`src/rtl/stage_mem_access_if.sv`:
```
// -----------------------------------------------------------------------------
// stage_mem_access_if
// Data-memory request/response bundle between the memory-access stage and the
// data memory.
//
// Signals:
//   Address          word-aligned request address           (stage -> memory)
//   MemWrite         store request                          (stage -> memory)
//   Write_data       store data                             (stage -> memory)
//   Write_strb       store byte enables                     (stage -> memory)
//   MemRead          load request                           (stage -> memory)
//   Mem_Req_Ready    memory accepts the current request     (memory -> stage)
//   Read_data        load response data                     (memory -> stage)
//   Read_data_Valid  load response valid                    (memory -> stage)
//   Read_data_Ready  stage accepts the load response        (stage -> memory)
//
// Modports: master = pipeline stage, slave = data memory.
// -----------------------------------------------------------------------------
interface stage_mem_access_if;
  logic [31:0] Address;
  logic        MemWrite;
  logic [31:0] Write_data;
  logic [3:0]  Write_strb;
  logic        MemRead;
  logic        Mem_Req_Ready;
  logic [31:0] Read_data;
  logic        Read_data_Valid;
  logic        Read_data_Ready;

  modport master (
    output Address, MemWrite, Write_data, Write_strb, MemRead, Read_data_Ready,
    input  Mem_Req_Ready, Read_data, Read_data_Valid
  );

  modport slave (
    input  Address, MemWrite, Write_data, Write_strb, MemRead, Read_data_Ready,
    output Mem_Req_Ready, Read_data, Read_data_Valid
  );
endinterface

```
`src/rtl/stage_mem_access.sv`:
```
// -----------------------------------------------------------------------------
// stage_mem_access
// Memory-access / write-back stage of the multi-cycle-handshake RV32 pipeline.
// Takes one instruction at a time from the execute stage, performs its load or
// store on the data-memory channel (if any), extends load data, and retires the
// instruction through the register-file write port. While an access is in
// flight Feedback_Mem_Acc freezes the upstream stages.
//
// Parameters:
//   STALL_CNT_W   width of the stall-cycle counter (wraps).
//
// Ports:
//   clk, rst           clock, synchronous active-high reset
//   PC_I, Done_I       incoming instruction PC and valid
//   MCR                {MemW, MemR, Write_strb[3:0]}
//   WDR                lane-shifted store data
//   ASR                ALU result / effective address
//   RAR_I              destination register (0 = no write)
//   F3R                Funct3 (load width and signedness)
//   mem                data-memory request/response bundle (master side)
//   Feedback_Mem_Acc   stall request to upstream stages
//   Done_O, PC_O       retirement strobe and PC of the retiring instruction
//   RF_wen/waddr/wdata register-file write port
//   MDR                extended load data (forwarding source for decode)
//   Stall_Cnt          number of cycles spent with Feedback_Mem_Acc high
// -----------------------------------------------------------------------------
module stage_mem_access #(
  parameter int STALL_CNT_W = 32
) (
  input  logic                   clk,
  input  logic                   rst,
  input  logic [31:0]            PC_I,
  input  logic                   Done_I,
  input  logic [5:0]             MCR,
  input  logic [31:0]            WDR,
  input  logic [31:0]            ASR,
  input  logic [4:0]             RAR_I,
  input  logic [2:0]             F3R,
  stage_mem_access_if.master     mem,
  output logic                   Feedback_Mem_Acc,
  output logic                   Done_O,
  output logic [31:0]            PC_O,
  output logic                   RF_wen,
  output logic [4:0]             RF_waddr,
  output logic [31:0]            RF_wdata,
  output logic [31:0]            MDR,
  output logic [STALL_CNT_W-1:0] Stall_Cnt
);

  typedef enum logic [4:0] {
    s_IDLE = 5'b00001,
    s_LD   = 5'b00010,
    s_RDW  = 5'b00100,
    s_ST   = 5'b01000,
    s_WB   = 5'b10000
  } state_t;

  state_t      state;
  state_t      state_next;

  logic        accept;
  logic        rsp_fire;
  logic        in_ld;
  logic        in_st;
  logic        in_rdw;
  logic        in_wb;
  logic        req_active;

  // Only MemR and the strobes are needed after acceptance; MemW has already
  // chosen the next state by then.
  logic [4:0]  MCR_r;
  logic [4:0]  RAR_r;
  logic [31:0] PC_r;
  logic [31:0] WDR_r;
  logic [31:0] ASR_r;
  logic [2:0]  F3R_r;
  logic [31:0] load_ext;

  // Selects the addressed byte/halfword of the response word and extends it.
  // Unsupported Funct3 encodings fall back to a full-word load.
  function automatic logic [31:0] extend_load(
    input logic [31:0] data,
    input logic [1:0]  offset,
    input logic [2:0]  f3
  );
    logic [7:0]  byte_sel;
    logic [15:0] half_sel;
    logic [31:0] result;
    case (offset)
      2'd0:    byte_sel = data[7:0];
      2'd1:    byte_sel = data[15:8];
      2'd2:    byte_sel = data[23:16];
      default: byte_sel = data[31:24];
    endcase
    half_sel = offset[1] ? data[31:16] : data[15:0];
    case (f3)
      3'b000:  result = {{24{byte_sel[7]}}, byte_sel};
      3'b100:  result = {24'h000000, byte_sel};
      3'b001:  result = {{16{half_sel[15]}}, half_sel};
      3'b101:  result = {16'h0000, half_sel};
      default: result = data;
    endcase
    return result;
  endfunction

  always_ff @(posedge clk) begin
    if (rst) begin
      state <= s_IDLE;
    end else begin
      state <= state_next;
    end
  end

  // Idle and write-back are both able to take a new instruction, which is what
  // lets ALU-only streams retire on consecutive cycles. A store wins over a
  // load when both MemW and MemR are set.
  always_comb begin
    state_next = state;
    accept     = 1'b0;
    rsp_fire   = 1'b0;
    case (state)
      s_IDLE, s_WB: begin
        if (Done_I) begin
          accept = 1'b1;
          if (MCR[5]) begin
            state_next = s_ST;
          end else if (MCR[4]) begin
            state_next = s_LD;
          end else begin
            state_next = s_WB;
          end
        end else begin
          state_next = s_IDLE;
        end
      end
      s_ST: begin
        if (mem.Mem_Req_Ready) begin
          state_next = s_WB;
        end
      end
      s_LD: begin
        if (mem.Mem_Req_Ready) begin
          state_next = s_RDW;
        end
      end
      s_RDW: begin
        if (mem.Read_data_Valid) begin
          rsp_fire   = 1'b1;
          state_next = s_WB;
        end
      end
      default: begin
        state_next = s_IDLE;
      end
    endcase
  end

  assign in_ld      = (state == s_LD);
  assign in_st      = (state == s_ST);
  assign in_rdw     = (state == s_RDW);
  assign in_wb      = (state == s_WB);
  assign req_active = in_ld | in_st;

  assign mem.MemRead         = in_ld;
  assign mem.MemWrite        = in_st;
  assign mem.Address         = req_active ? {ASR_r[31:2], 2'b00} : 32'h0000_0000;
  assign mem.Write_data      = req_active ? WDR_r : 32'h0000_0000;
  assign mem.Write_strb      = in_st ? MCR_r[3:0] : 4'h0;
  assign mem.Read_data_Ready = in_rdw;

  assign Feedback_Mem_Acc = req_active | in_rdw;
  assign Done_O           = in_wb;
  assign PC_O             = PC_r;
  assign RF_wen           = in_wb && (RAR_r != 5'd0);
  assign RF_waddr         = RAR_r;
  assign RF_wdata         = MCR_r[4] ? MDR : ASR_r;

  assign load_ext = extend_load(mem.Read_data, ASR_r[1:0], F3R_r);

  // Control fields are reset so a reset during an access can never produce a
  // stray register write.
  always_ff @(posedge clk) begin
    if (rst) begin
      MCR_r <= 5'd0;
      RAR_r <= 5'd0;
    end else if (accept) begin
      MCR_r <= MCR[4:0];
      RAR_r <= RAR_I;
    end
  end

  // Datapath registers carry no reset; they are only observed after a write.
  always_ff @(posedge clk) begin
    if (accept) begin
      PC_r  <= PC_I;
      WDR_r <= WDR;
      ASR_r <= ASR;
      F3R_r <= F3R;
    end
  end

  always_ff @(posedge clk) begin
    if (rsp_fire) begin
      MDR <= load_ext;
    end
  end

  always_ff @(posedge clk) begin
    if (rst) begin
      Stall_Cnt <= '0;
    end else if (Feedback_Mem_Acc) begin
      Stall_Cnt <= Stall_Cnt + {{(STALL_CNT_W-1){1'b0}}, 1'b1};
    end
  end

endmodule
```
`src/flat_wrapper.sv`:
```
// flat-port wrapper written by rule: the top's interface ports become plain ports
module stage_mem_access_flat 
#(
  parameter int STALL_CNT_W = 32
)
  (clk, rst, PC_I, Done_I, MCR, WDR, ASR, RAR_I, F3R, Feedback_Mem_Acc, Done_O, PC_O, RF_wen, RF_waddr, RF_wdata, MDR, Stall_Cnt, mem_Address, mem_MemWrite, mem_Write_data, mem_Write_strb, mem_MemRead, mem_Read_data_Ready, mem_Mem_Req_Ready, mem_Read_data, mem_Read_data_Valid);
  stage_mem_access_if mem_i ();
  input  logic clk;
  input  logic rst;
  input  logic [31:0] PC_I;
  input  logic Done_I;
  input  logic [5:0] MCR;
  input  logic [31:0] WDR;
  input  logic [31:0] ASR;
  input  logic [4:0] RAR_I;
  input  logic [2:0] F3R;
  output logic Feedback_Mem_Acc;
  output logic Done_O;
  output logic [31:0] PC_O;
  output logic RF_wen;
  output logic [4:0] RF_waddr;
  output logic [31:0] RF_wdata;
  output logic [31:0] MDR;
  output logic [STALL_CNT_W-1:0] Stall_Cnt;
  output wire logic [$bits(mem_i.Address)-1:0] mem_Address;
  output wire logic [$bits(mem_i.MemWrite)-1:0] mem_MemWrite;
  output wire logic [$bits(mem_i.Write_data)-1:0] mem_Write_data;
  output wire logic [$bits(mem_i.Write_strb)-1:0] mem_Write_strb;
  output wire logic [$bits(mem_i.MemRead)-1:0] mem_MemRead;
  output wire logic [$bits(mem_i.Read_data_Ready)-1:0] mem_Read_data_Ready;
  input wire logic [$bits(mem_i.Mem_Req_Ready)-1:0] mem_Mem_Req_Ready;
  input wire logic [$bits(mem_i.Read_data)-1:0] mem_Read_data;
  input wire logic [$bits(mem_i.Read_data_Valid)-1:0] mem_Read_data_Valid;
  assign mem_Address = mem_i.Address;
  assign mem_MemWrite = mem_i.MemWrite;
  assign mem_Write_data = mem_i.Write_data;
  assign mem_Write_strb = mem_i.Write_strb;
  assign mem_MemRead = mem_i.MemRead;
  assign mem_Read_data_Ready = mem_i.Read_data_Ready;
  assign mem_i.Mem_Req_Ready = mem_Mem_Req_Ready;
  assign mem_i.Read_data = mem_Read_data;
  assign mem_i.Read_data_Valid = mem_Read_data_Valid;
  stage_mem_access #(.STALL_CNT_W(STALL_CNT_W)) u_core (.clk(clk), .rst(rst), .PC_I(PC_I), .Done_I(Done_I), .MCR(MCR), .WDR(WDR), .ASR(ASR), .RAR_I(RAR_I), .F3R(F3R), .mem(mem_i), .Feedback_Mem_Acc(Feedback_Mem_Acc), .Done_O(Done_O), .PC_O(PC_O), .RF_wen(RF_wen), .RF_waddr(RF_waddr), .RF_wdata(RF_wdata), .MDR(MDR), .Stall_Cnt(Stall_Cnt));
endmodule
```
`config.mk`:
```
export PLATFORM = sky130hd
export DESIGN_NAME = stage_mem_access_flat
export DESIGN_NICKNAME = d
export VERILOG_FILES = /design/src/rtl/stage_mem_access_if.sv /design/src/rtl/stage_mem_access.sv /design/src/flat_wrapper.sv
export SDC_FILE = /design/constraint.sdc
export NUM_CORES = 1
export LEC_CHECK = 0
export CELL_PAD_IN_SITES_DETAIL_PLACEMENT = 2
export CELL_PAD_IN_SITES_GLOBAL_PLACEMENT = 2
export CORE_MARGIN = 2
export CORE_UTILIZATION = 41
export DETAILED_ROUTE_END_ITERATION = 6
export DONT_BUFFER_PORTS = 1
export HOLD_SLACK_MARGIN = 0.05
export PLACE_DENSITY = 0.83
export SYNTH_ARGS = -nofsm -noshare
export SYNTH_HDL_FRONTEND = slang
export SYNTH_SLANG_ARGS = --single-unit
```
`constraint.sdc`:
```
create_clock -name clk -period 7.1 [get_ports clk]
set_clock_uncertainty 0.15 [all_clocks]
set_input_delay 1.42 -clock clk [delete_from_list [all_inputs] [get_ports clk]]
set_output_delay 1.42 -clock clk [all_outputs]
set_load 0.05 [all_outputs]
```
==> out/results.ini, run 1 <==
[setup_path]
arrival_ns = 2.56
worstSetupEndpointType = primary output
critPathKind = reg -> out
cpPeakStageDelay_ns = 0.78
path_cells = or3_1 -> nor3b_2 -> o21a_1
worst-path-max-fanout = 8
required_ns = 5.53
slowest_stage = nor3b_2
crit_path_start_kind = register

[floorplanning]
die_h_um = 141
dieArea_um2 = 19900
rows = 50
start_util_pct = 41.5
io_pins = 354
coreArea_um2 = 18600
fp.dieW_um = 141

[drt]
drtIter0Drc = 273
num_vias = 5040
drcViolationCount = 0
routed_wirelength_mm = 23.8
firstDrtPassIters = 4
ant_nets = 0
viasPerCell = 5.75
wl_per_cell_um = 27.1

[grt]
grt_pass1_wl_mm = 35.2
first_global_vias = 5579
grt_max_degree = 64
antenna_found_initial = 1
track_usage_pct = 23.7
grt_overflow = 0

[synthesis]
syn-mean-instance-area_um2 = 11.9
yosysTopAreaCell = edfxtp_1
yosysWarnings = 0
netlist_area_um2 = 7710
synth_seq_cells = 178
ys.flop_type = edfxtp_1
ys_types = 41
synthAdderAreaFrac_pct = 0.162
async_reset_ff_share_pct = 0
synthCells = 646
synth_top_family_by_area = simple AND/OR/NAND/NOR gates
synth_edf_count = 131
synthSimpleGateAreaFrac_pct = 17.7
yosysTopAreaCellShare_pct = 51.0
synthTopCellsByArea = edfxtp_1 51%, dfxtp_1 12%, and2_1 5.4%
synth_compound_area_share_pct = 5.00
synth_xor_area_share_pct = 2.95
synthMuxAreaShare_pct = 7.42
seq_area_frac_synth_pct = 63.2

[run_status]
status = complete, no violations

[cts]
cts_hold_buf = 0
cts_resized = 0
cts_buffer_depth = 2
cts.root.buffer_cell = clkbuf_16
numCtsBuffers = 17
clock_sinks = 178
path_clk_slew_ns = 0.08
clkLatencyLatePin_ns = 0.42
cts_tree = done
cts_max_level = 4
cts_setup_buffers = 0

[timing]
setup_viol = 0
period_needed_ns = 4.13
rsz0062_at_grt = no
hold_viol_final = 0
drv_slew = 0
finalWorstSetupSlack_ns = 2.97
maxSlewHeadroom_pct = 19.6
post-route-period-util_pct = 58.1
fmax_mhz = 242
final.setup.tns_ns = 0
worst_slew_pin_slew_ns = 1.20

[final_layout]
area_growth_pct = 9.79
drive_above_1_share_pct = 13.7
regArea_um2 = 4880
nNetsFinal = 776
fin_cells = 877
multi_input_area_um2 = 2590
utilization_pct = 45.6
fillers = 1845

[flow_run]
maxCapViolCount = 0

[pwr]
p_per_area_nw_per_um2 = 288
power_leakage_nw = 2.92
peakVddDrop_mv = 0.173

[min_path]
hp-class = reg -> reg

[place]
dp_hpwl_mm = 17.3
portBuffers = 0
place_congestion = 0.811
pre_cts_ws_ns = 3.07
dpl.cell_count = 843

==> registers in the layout, summed over array words and instances (netlist names) <==
name / flops
u_core.PC_O: 32
u_core.Stall_Cnt: 32
u_core.RF_waddr: 5
u_core.WDR_r: 32
u_core.MCR_r: 5
u_core.F3R_r: 3
u_core.ASR_r: 32
u_core.MDR: 32
u_core.state: 5
==> routing by layer <==
layer	up-vias	wire length, um	share of wire, %	track usage, %
li1	2248	-	-	-
met1	2507	8440	35	24.9
met2	249	12900	54	43.7
met3	36	1870	7.9	8.36
met4	0	604	2.5	8.37
met5	-	0	0	0
==> critical path, delay by kind of cell, from the launching register on <==
| family | cells | cell delay (ns) |
|---|---|---|
| flip-flops | 1 | 0.39 |
| AO/OA/AOI/OAI | 1 | 0.54 |
| AND/OR/NAND/NOR | 2 | 1.20 |
==> final cells by class <==
class                   count  area share [%]
diodes                      2          0.0591
clock buffers              17            5.03
inverters                  21           0.961
multi-input cells         404            30.6
repair buffers              6           0.576
well taps                 234            3.46
clock inverters            15            1.70
flip-flops and latches    178            57.6
==> per-stage QoR <==
| step | hold WS (ns) | power (mW) | instance area (um2) |
|---|---|---|---|
| final | 0.311 | 2.43 | 8460 |
| after global routing | 0.327 | 2.51 | 8460 |
| after CTS | 0.312 | 2.46 | 8460 |
| after detailed placement | 0.303 | 1.54 | 7890 |
| after global placement | 0.284 | 1.52 | 7890 |
| after floorplan | 0.282 | 1.50 | 7710 |
==> power breakdown <==
| part | internal [mW] | total [mW] | switching, mW |
|---|---|---|---|
| clock | 0.467 | 0.918 | 0.450 |
| combinational | 0.0565 | 0.230 | 0.174 |
| sequential | 1.19 | 1.29 | 0.0994 |
| total | 1.71 | 2.43 | 0.723 |
==> synth_stat cells, types with 4 or more instances <==
master and number:
nand4_1 5, a221o_1 7, mux4_2 8, mux2_2 33, and3_1 5, nand3_1 10, xnor2_1 23, buf_2 4
a21oi_1 20, edfxtp_1 131, and4_1 4, and2_1 67, o21ai_0 25, nor3_1 10, nor4_1 15, nand2_1 95
clkbuf_1 35, a22oi_1 9, dfxtp_1 47, nor2_1 33, inv_1 21, or3_1 11
==> cells in the final DEF (no fill, tap or decap), drive strengths merged, types with 17 or more instances in the layout <==
master and count:
xnor2 23, inv 28, mux2 33, and2 67, nor2 33, edfxtp 131, a21oi 20, nand2 95
clkbuf 17, dfxtp 47, o21ai 25
==> kinds of logic (layout without fill, tap and decap cells) <==
| group | after synthesis | after routing |
|---|---|---|
| AOI/OAI and AO/OA | 64 | 64 |
| xor gates and xnor gates | 26 | 26 |
| adders and majority gates | 1 | 1 |
| buffers and inverters | 65 | 59 |
| DFF | 178 | 178 |
| muxes | 43 | 43 |
| other | 1 | 4 |
| and+or+nand+nor | 268 | 268 |
==> final timing paths <==
path | from | endpoint | slack [ns] | depth (start not counted)
max | u_core.state[3]$_SDFFE_PP0P_ | RF_wen | 2.97 | 3
min reg2reg | u_core.MCR_r[0]$_SDFFE_PP0P_ | u_core.MCR_r[0]$_SDFFE_PP0P_ | 0.31 | 2
max reg2reg | u_core.state[4]$_SDFFE_PP0P_ | u_core.ASR_r[19]$_DFFE_PP_ | 3.92 | 4
min | u_core.MCR_r[0]$_SDFFE_PP0P_ | u_core.MCR_r[0]$_SDFFE_PP0P_ | 0.31 | 2
Power figures use the tool's default switching activity.
==> inputs of run 2 (changes only) <==
--- a/config.mk
+++ b/config.mk
@@ -8,11 +8,11 @@
 export CELL_PAD_IN_SITES_DETAIL_PLACEMENT = 2
 export CELL_PAD_IN_SITES_GLOBAL_PLACEMENT = 2
 export CORE_MARGIN = 2
-export CORE_UTILIZATION = 41
+export CORE_UTILIZATION = 38
 export DETAILED_ROUTE_END_ITERATION = 6
 export DONT_BUFFER_PORTS = 1
 export HOLD_SLACK_MARGIN = 0.05
-export PLACE_DENSITY = 0.83
+export PLACE_DENSITY = 0.78
 export SYNTH_ARGS = -nofsm -noshare
 export SYNTH_HDL_FRONTEND = slang
 export SYNTH_SLANG_ARGS = --single-unit
==> constraint.sdc (replaced) <==
create_clock -name clk -period 3.8 [get_ports clk]
set_clock_uncertainty 0.15 [all_clocks]
set_input_delay 0.76 -clock clk [delete_from_list [all_inputs] [get_ports clk]]
set_output_delay 0.76 -clock clk [all_outputs]
set_load 0.05 [all_outputs]
==> run 2 against run 1 <==
  * Design area is 1.7% higher
  * Largest cell class unchanged
  * Via count is 0.67% higher
  * Power is 88% higher
  * Critical path depth is 1 higher
==> out/results.ini, run 2 (synthesis gave the netlist of run 1 again) <==
[run_status]
status = complete, no violations

[final_layout]
nNetsFinal = 786  ; +1.3%
final_common_cell = edfxtp_1
fin_cells = 924  ; +5.4%
drive_above_1_share_pct = 15.1  ; +1.3 points
area_growth_pct = 11.6
final_cell_mix = 131 x edfxtp_1, 95 x nand2_1, 67 x and2_1, 46 x dfxtp_1
final_area_um2 = 8610  ; +1.7%

[timing]
setup_viol = 0  ; unchanged
maxSlewHeadroom_pct = 20.4  ; +0.77 points
post-route-period-util_pct = 84.8
period_needed_ns = 3.22
worst_slew_pin_slew_ns = 1.19  ; -0.0115 ns
fmax_mhz = 310
drv_slew = 0  ; unchanged
final.setup.tns_ns = 0  ; unchanged
rsz0062_at_grt = no
hold_viol_final = 0  ; unchanged
holdWs_ns = 0.247  ; -0.0637 ns

[setup_path]
critPathKind = reg -> out
crit_end = mem_Address[10]
worstSetupEndpointType = primary output
required_ns = 2.89  ; -2.64 ns
crit_path_start_kind = register
worst-path-max-fanout = 52  ; +44
ff2ff_path_depth = 5  ; +1
r2r_start = u_core.Stall_Cnt[4]$_SDFFE_PP0P_
r2r_setup_slack_ns = 0.98  ; -2.94 ns
arrival_ns = 2.31  ; -0.25 ns
r2r_end = u_core.Stall_Cnt[31]$_SDFFE_PP0P_
startpoint = u_core.state[4]$_SDFFE_PP0P_

[place]
dp_hpwl_mm = 17.6  ; +1.7%
place_congestion = 0.836  ; +3.1%
dpl.cell_count = 889  ; +5.5%
placed_area_um2 = 8030  ; +1.7%
portBuffers = 0  ; unchanged

[cts]
numCtsBuffers = 17  ; unchanged
clkLatencyLatePin_ns = 0.43  ; about the same
cts.root.buffer_cell = clkbuf_16
cts_buffer_depth = 2  ; unchanged
clock_sinks = 178  ; unchanged
cts_tree = done
path_clk_slew_ns = 0.08  ; about the same
cts_hold_buf = 0  ; unchanged
cts_resized = 0  ; unchanged
cts_max_level = 4  ; unchanged
cts_setup_buffers = 0  ; unchanged

[floorplanning]
coreArea_um2 = 20100  ; +8.2%
fp.dieW_um = 146  ; +3.8%
dieArea_um2 = 21400  ; +7.7%
io_pins = 354  ; unchanged
rows = 52  ; +4.0%
die_h_um = 146  ; +3.8%
start_util_pct = 38.3  ; -3.1 points

[drt]
routed_wirelength_mm = 23.9  ; +0.37%
drcViolationCount = 0  ; unchanged
drtIter0Drc = 215  ; -21%
firstDrtPassIters = 4  ; unchanged
viasPerCell = 5.49  ; -4.4%
num_vias = 5074  ; +0.67%
wl_per_cell_um = 25.8  ; -4.7%
ant_nets = 0  ; unchanged

[grt]
grt_overflow = 0  ; unchanged
track_usage_pct = 21.8  ; -1.8 points
grt_pass1_wl_mm = 35.0  ; -0.53%
antenna_found_initial = 4  ; +3
grt_max_degree = 58  ; -9.4%
first_global_vias = 5564  ; -0.27%

[min_path]
hp-class = in -> reg
whs_path_depth = 1  ; -1

[pwr]
p_per_area_nw_per_um2 = 532  ; +85%
power_leakage_nw = 2.96  ; +1.5%
peakVddDrop_mv = 0.294  ; +71%

[flow_run]
maxCapViolCount = 0  ; unchanged

run 2: cell count changes in the layout (fill, tap and decap cells not counted), moves of 3 or more:
cell and change:
clkinvlp_4 +3, clkinv_4 -4, inv_6 +4, inv_8 -3
buf_4 +10
run 2: layer usage:
layer	global-route usage [%]	share of wire (%)	wire length [um]	up-vias
met5	0	0.054	13	-
li1	-	-	-	2266
met1	22.6	36	8550	2570
met2	40.0	54	12900	206
met4	7.18	1.8	428	2
met3	9.03	8.3	1970	30
run 2: worst min-delay path by stage:
stage                                             from                                 to  slack, ns
final                                              rst  u_core.Stall_Cnt[23]$_SDFFE_PP0P_       0.25
after CTS                                          rst  u_core.Stall_Cnt[16]$_SDFFE_PP0P_       0.23
after floorplan           u_core.MCR_r[0]$_SDFFE_PP0P_       u_core.MCR_r[0]$_SDFFE_PP0P_       0.28
after detailed placement  u_core.MCR_r[2]$_SDFFE_PP0P_       u_core.MCR_r[2]$_SDFFE_PP0P_       0.30
after global placement    u_core.MCR_r[1]$_SDFFE_PP0P_       u_core.MCR_r[1]$_SDFFE_PP0P_       0.28
after global routing                               rst  u_core.Stall_Cnt[20]$_SDFFE_PP0P_       0.22
run 2: power by group:
part	internal (mW)	switching [mW]
logic	0.113	0.330
clock network	0.926	0.805
registers	2.22	0.182
total	3.26	1.32
run 2: critical path, cell delays in order (launching register included):
cell	delay, ns
dfxtp_1	0.35
or2_2	0.36
nor3_2	0.22
buf_4	0.39
and2_1	0.53
run 2: cell type report:
type	instances	area, um2
Antenna cell	3	7.51
Timing Repair Buffer	16	133
Inverter	21	81.3
Multi-Input combinational cell	404	2600
Tap cell	270	338
Clock buffer	18	429
Fill cell	2026	11500
Sequential cell	178	4880
Clock inverter	14	143
run 2: per-stage QoR:
step / power [mW] / utilization (%) / worst slack (ns)
4_1_cts: 4.63 / 42.8 / 0.553
5_1_grt: 4.72 / 42.8 / 0.437
6_report: 4.58 / 42.8 / 0.577
3_3_place_gp: 2.86 / 39.9 / 1.16
3_5_place_dp: 2.89 / 39.9 / 0.998
2_1_floorplan: 2.80 / - / 0.314
